File: src/rtl/fifo_pkg.sv
// fifo_pkg: shared word-width default and buffer count type for the read-side stream.
package fifo_pkg;
   localparam int DATA_W_DEF = 8;
   typedef logic [1:0] cnt_t;
endpackage

File: src/rtl/fifo_rd_buf2.sv
// fifo_rd_buf2: 2-entry FIFO storage with head/tail pointers and occupancy count.
module fifo_rd_buf2
   import fifo_pkg::*;
#(
   parameter int DATA_W = DATA_W_DEF
) (
   input  logic              rclk,
   input  logic              rrst_n,
   input  logic              push_i,
   input  logic              pop_i,
   input  logic [DATA_W-1:0] din_i,
   output logic [DATA_W-1:0] head_o,
   output cnt_t              count_o
);
   logic [DATA_W-1:0] mem_q [2];
   logic head_q, tail_q;
   cnt_t count_q, count_d;
   always_comb count_d = count_q + cnt_t'(push_i) - cnt_t'(pop_i);
   // A push with a pop writes behind the surviving entry, so order is preserved.
   always_ff @(posedge rclk or negedge rrst_n) begin
      if (!rrst_n) begin
         mem_q   <= '{default: '0};
         head_q  <= 1'b0;
         tail_q  <= 1'b0;
         count_q <= '0;
      end else begin
         if (push_i) mem_q[tail_q] <= din_i;
         tail_q  <= tail_q ^ push_i;
         head_q  <= head_q ^ pop_i;
         count_q <= count_d;
      end
   end
   assign head_o  = mem_q[head_q];
   assign count_o = count_q;
endmodule

File: src/rtl/fifo_rd_stream.sv
// fifo_rd_stream: turns a 1-cycle-latency FIFO read port into a valid/ready stream
// with a 2-word skid buffer sustaining one word per cycle.
module fifo_rd_stream
   import fifo_pkg::*;
#(
   parameter int DATA_W = DATA_W_DEF
) (
   input  logic              rclk,
   input  logic              rrst_n,
   input  logic              empty,
   output logic              r_en,
   input  logic [DATA_W-1:0] rdata,
   output logic              m_valid,
   input  logic              m_ready,
   output logic [DATA_W-1:0] m_data,
   output cnt_t              level
);
   logic inflight_q, inflight_d, pop;
   logic [2:0] credit;
   cnt_t count;
   // A read may issue only if its word is guaranteed a free slot when it lands.
   always_comb begin
      pop        = m_valid && m_ready;
      credit     = {1'b0, count} + {2'b0, inflight_q};
      r_en       = rrst_n && !empty && (credit < 3'd2 || pop);
      inflight_d = r_en && !empty;
   end
   always_ff @(posedge rclk or negedge rrst_n) begin
      if (!rrst_n) inflight_q <= 1'b0;
      else         inflight_q <= inflight_d;
   end
   fifo_rd_buf2 #(.DATA_W(DATA_W)) u_buf (
      .rclk    (rclk),
      .rrst_n  (rrst_n),
      .push_i  (inflight_q),
      .pop_i   (pop),
      .din_i   (rdata),
      .head_o  (m_data),
      .count_o (count)
   );
   assign m_valid = count != '0;
   assign level   = count;
endmodule

File: config.mk
export PLATFORM = sky130hd
export DESIGN_NAME = fifo_rd_stream
export DESIGN_NICKNAME = d
export VERILOG_FILES = /design/src/rtl/fifo_pkg.sv /design/src/rtl/fifo_rd_buf2.sv /design/src/rtl/fifo_rd_stream.sv
export SDC_FILE = /design/constraint.sdc
export NUM_CORES = 1
export LEC_CHECK = 0
export CAP_MARGIN = 5
export CORE_MARGIN = 5
export CORE_UTILIZATION = 38
export DETAILED_ROUTE_END_ITERATION = 6
export DONT_BUFFER_PORTS = 1
export GPL_TIMING_DRIVEN = 0
export HOLD_SLACK_MARGIN = 0.05
export MAX_ROUTING_LAYER = met4
export PLACE_DENSITY = 0.53
export SLEW_MARGIN = 25
export SYNTH_ARGS = -nofsm -noshare
export SYNTH_HDL_FRONTEND = slang
export SYNTH_SLANG_ARGS = --single-unit
File: constraint.sdc
create_clock -name rclk -period 1.4 [get_ports rclk]
set_input_delay 0.28 -clock rclk [delete_from_list [all_inputs] [get_ports rclk]]
set_output_delay 0.28 -clock rclk [all_outputs]
set_load 0.005 [all_outputs]
[After elaboration in Yosys (flattened, before gate mapping)]
Index checks and enable logic that the tools add are counted.
Storage, ports and cells
  output and inout bits: 12
  bits in registers: 21
  input bits: 12
  logic and storage cells: 31
Operators by class
  muxes and demuxes: 6
  bitwise operators: 4
  order comparisons: 4
  $add $sub $neg: 3
  reductions and logical operators: 8
Operators with widths (number)
  $mux W8: 4
  $bwmux W16: 1
  $demux W8 S1: 1
  $logic_and A1 B1 Y1: 5
  $ge A2 B2 Y1 const B: 2
  $not A1 Y2: 2
  $add A2 B1 Y3: 1
  $lt A3 B2 Y1 const B: 1
  $add A2 B1 Y2: 1
  $lt A2 B1 Y1 const B: 1
  $reduce_bool A2 Y1: 1
  $sub A2 B1 Y2: 1
  $xor A1 B1 Y1: 2
  $logic_not A1 Y1: 1
  $logic_or A1 B1 Y1: 1

[Longest topological paths before layout]
  depth in word-level cells: 6
  gate-level depth with buffers: 4
  mapped depth without buffers: 4

[Hierarchy]
From an unflattened synthesis, not the netlist that was laid out.
Second synthesis, totals
  cells, all modules: 64
  area total of the unflattened synthesis: 1063.5 sq um
By module, submodules not included
  fifo_rd_buf2: cells each 57, area an instance 992.2 sq um, times used 1, seq. area each 500.5 sq um
  fifo_rd_stream: cells each 7, area an instance 71.3 sq um, times used 1, seq. area each 25.0 sq um

[Worst setup path after synthesis]
No wires, ideal clock.
  path type: register to register
  start: register u_buf.tail_q
  end: register u_buf.mem_q[10] in the netlist's numbering
  setup slack: 0.246 ns
  cell stages (with the launch flop): 5
  setup time: 0.125 ns
  arrival: 1.029 ns
  clock period less this slack: 1.154 ns
  buffers on the path: 1
  data required time: 1.275 ns
  path through: dfrtp_1 > inv_1 > ha_1 > buf_2 > mux2_2
Between the ends
  word-level cells in the longest chain between the ends: 6
  elaborated cells on any way between the ends: 7
  those cells by class: order compare (2); mux (3); bitwise (1); reduce/logical (1)
Ends and longest elaborated chain
  start, declared: RTL line fifo_rd_buf2.sv:16  | logic head_q, tail_q;
  start signal, assigned: RTL line fifo_rd_buf2.sv:28  | tail_q <= tail_q ^ push_i;
  $not A1 Y2 (implied by the code) *: RTL line fifo_rd_buf2.sv:27  | if (push_i) mem_q[tail_q] <= din_i;
  $ge A2 B2 Y1 (implied by the code) / $lt A2 B1 Y1 (equally long branches): RTL line fifo_rd_buf2.sv:27
  $logic_and A1 B1 Y1 (implied by the code): RTL line fifo_rd_buf2.sv:27
  $mux W8 (implied by the code): RTL line fifo_rd_buf2.sv:27
  $demux W8 S1 *: RTL line fifo_rd_buf2.sv:27
  $bwmux W16 *: RTL line fifo_rd_buf2.sv:27
  end signal, assigned by index: RTL line fifo_rd_buf2.sv:27
  end, declared: RTL line fifo_rd_buf2.sv:15  | logic [DATA_W-1:0] mem_q [2];
Every way passes the cells marked *; elsewhere a longest branch is shown, timed or not.
A chain may end at the register's enable or synchronous reset.

[Final worst setup path]
  start: register u_buf.head_q
  end: output port m_data[1]
Between the ends
  word-level cells in the longest chain between the ends: 4
Ends and longest elaborated chain
  start, declared: RTL line fifo_rd_buf2.sv:16
  start signal, assigned: RTL line fifo_rd_buf2.sv:29  | head_q <= head_q ^ pop_i;
  $not A1 Y2 (implied by the code): RTL line fifo_rd_buf2.sv:33  | assign head_o = mem_q[head_q];
  $mux W8 (implied by the code) (3 in series): RTL line fifo_rd_buf2.sv:33
  end, declared: RTL line fifo_rd_stream.sv:15  | output logic [DATA_W-1:0] m_data,
Every way passes these cells. The select of a mux whose other input is x is not followed.

==> key figures <==
Critical path
  • Critical Path RT: 1.12 ns
  • Critical Path Sink: m_data[1]
  • Crit Path Max Fanout: 9
  • CP max-delay cell: mux2_2
  • Worst path depth: 2
  • CP arrival: 1.16 ns
  • Crit-path max cell delay: 0.36 ns
  • Startpoint types: flop
  • FF-to-FF setup slack: 0.05 ns
  • Worst Path Buf+Inv: 1
  • Worst path top cell family by delay: multiplexers
  • Reg2Reg Depth: 4
  • Terminus of the critical flop-to-flop path: u_buf.mem_q[14]
  • Critical Path Source: u_buf.head_q
  • Kind of critical path: reg2out
  • Reg2Reg Launch Point: inflight_q
  • Worst setup EP type: output pin
  • CP cell instances: buf_6 > mux2_2

Timing
  • Final Slew Violations: 0
  • Max Freq: 696.0 MHz
  • Minimum clock period: 1.437 ns
  • Fin. Hold Viols: 0
  • Min setup slack post-route: -0.03680 ns
  • Worst clock skew: 0.001539 ns
  • Setup TNS: -0.2983 ns
  • Worst Tran Pin Value: 0.4652 ns
  • Worst rel slew slack: 0.6899
  • Finish-stage setup viols: 9
  • Fin crit share: 1.026
  • RSZ-0062 raised after global routing: yes

Route
  • DRT Pass-1 Iters: 2
  • Vias per cell: 5.086
  • Post-route DRC: 0
  • Initial DRC Count: 14
  • Final ANT Viol Nets: 0
  • DRT Wirelength: 1699 um
  • Routed wire per std cell: 16.18 um
  • Via count: 534

GRT
  • Initial antenna violation count: 0
  • Largest net degree at the start of global routing: 22
  • Number of global-route vias before repair: 606
  • Global Route Usage Sum: 0.1123
  • Residual overflow from global routing: 0
  • First-pass GRT wire length: 2753 um

Synth
  • Syn nets: 80
  • Syn Area/Cell: 14.42 um2
  • Post-synth top area cell: dfrtp_1
  • Post-Synthesis Cells: 65
  • Synth top area share: 0.5607
  • Syn Std Cell Area: 937.1 um2
  • Synth Register Bits: 21
  • Sequential share of the synthesized area: 0.5607
  • Synth warn: 0
  • Distinct cells, synth: 15
  • Synth area leaders: dfrtp_1, mux2_2, ha_1

Place
  • Area after DPL: 974.7 um2
  • Port buffer count: 0
  • DP Wirelength: 1100 um
  • GPL Wtd Cong: 0.6261
  • Pre-CTS worst setup slack: 0.1276 ns

Power and ir drop
  • Cell Pwr Density: 2067 nW/um2
  • Pwr Total: 2201 uW
  • Leakage Power: 0.0004706 uW
  • Maximum VDD drop: 0.9834 mV

Clock tree
  • H-tree levels: 1
  • Root buffer cell: clkbuf_4
  • CTS clock-pin slew for the worst setup and hold paths: 0.11 ns
  • Worst-skew pair later-pin latency: 0.30 ns
  • Clock Sinks: 21
  • Cts bufs inserted: 3
  • Clock Path Buffers: 2
  • CTS tree: built

Die
  • X dimension of the die: 59.66 um
  • I/O pin count: 24
  • Die Height: 59.66 um
  • Core Footprint: 2410 um2
  • Initial core utilization: 0.3889
  • Die ar.: 3559 um2
  • Row cnt: 18

Cells and area
  • Synthesis-to-finish area growth: 13.62%
  • Most common cell after layout, fill and taps aside: mux2_2
  • Fin nets: 91
  • Commonest non-fill, non-tap cells in the layout: mux2_2, dfrtp_1, clkbuf_4
  • Final design utilization: 0.4418
  • Layout Cell Area excl Fill: 1065 um2
  • Filler cell count: 225
  • N_diodes: 0
  • Layout cell share with drive strength beyond 1: 0.5200

Worst hold path
  • Worst hold path type: in2reg

Status
  • Status: complete, but fails checks
  • Failing checks: setup timing

Job
  • Maxcap violations: 0
-- registers in the layout, indices dropped and copies added, names as in the netlist --
name           count
u_buf.tail_q       1
u_buf.head_q       1
u_buf.count_o      2
u_buf.mem_q       16
inflight_q         1
-- cells by family after synthesis --
| logic type | after synthesis | synth area share |
|---|---|---|
| AND/OR/NAND/NOR | 6 | 0.04005 |
| AO/OA/AOI/OAI | 2 | 0.01067 |
| buffers and inverters | 6 | 0.03071 |
| multiplexers | 25 | 0.2991 |
| flip-flops | 21 | 0.5607 |
| adder cells (fa/ha/maj) | 3 | 0.04006 |
| XOR/XNOR | 2 | 0.01870 |
-- synth_stat cells --
library cell  count
mux2_2           24
dfrtp_1          21
ha_1              3
inv_1             3
buf_2             2
nor3b_1           2
xnor2_1           2
a21oi_1           1
buf_4             1
mux2i_1           1
nand2_1           1
nand2_2           1
nor2_1            1
o21ai_1           1
or2_4             1
-- worst min-delay path by stage --
stage,from,end,slack [ns],cells past startpoint
2_1_floorplan,rrst_n,inflight_q,-0.02,0
3_3_place_gp,rrst_n,u_buf.mem_q[2],-0.02,0
3_5_place_dp,rrst_n,u_buf.mem_q[10],-0.01,0
4_1_cts,m_ready,u_buf.head_q,0.09,2
5_1_grt,m_ready,u_buf.head_q,0.09,2
6_report,m_ready,u_buf.head_q,0.1,2
-- metal layers --
| layer | up-vias | GRT usage | share of wire |
|---|---|---|---|
| met4 | 0 | 0.03797 | 0.012 |
| met1 | 276 | 0.1168 | 0.41 |
| met3 | 2 | 0.05184 | 0.077 |
| met5 | - | - | 0 |
| li1 | 241 | - | - |
| met2 | 15 | 0.1867 | 0.50 |
-- layout make-up --
class,instances,area [um2],area share
repair buffers,6,47.55,0.04465
inverters,3,11.26,0.01058
plain buffers,3,23.77,0.02233
flip-flops and latches,21,526.8,0.4947
multi-input cells,38,391.6,0.3678
well taps,30,37.54,0.03525
clock buffers,4,26.28,0.02468
-- metrics by stage --
| stage | instances | hold WS [ns] |
|---|---|---|
| 4_1_cts | 102 | 0.08554 |
| 3_3_place_gp | 95 | -0.01502 |
| 5_1_grt | 105 | 0.08707 |
| 3_5_place_dp | 95 | -0.01467 |
| 2_1_floorplan | 65 | -0.01559 |
| 6_report | 105 | 0.09503 |
-- worst register-to-register path: stages, from the launching register on --
cell and delay, ns:
dfrtp_1 0.43, buf_4 0.14, ha_1 0.13, clkbuf_4 0.20, mux2_2 0.35
-- power breakdown --
group	leakage (uW)	total, uW	switching, uW	internal, uW
logic	0.000205	843	323	520
clock network	0.0000150	286	175	111
registers	0.000251	1070	170	902
total	0.000471	2200	668	1530
-- what timing repair did --
item / in CTS / in global routing
pin swaps: 0 / 0
hold buffers: 2 / 1
gates cloned: 0 / 0
gates resized for setup: 3 / 2
setup endpoints to repair: 9 / 9
hold endpoints to repair: 22 / 21
buffers inserted: 1 / 2
(Power assumes the default switching activity.)
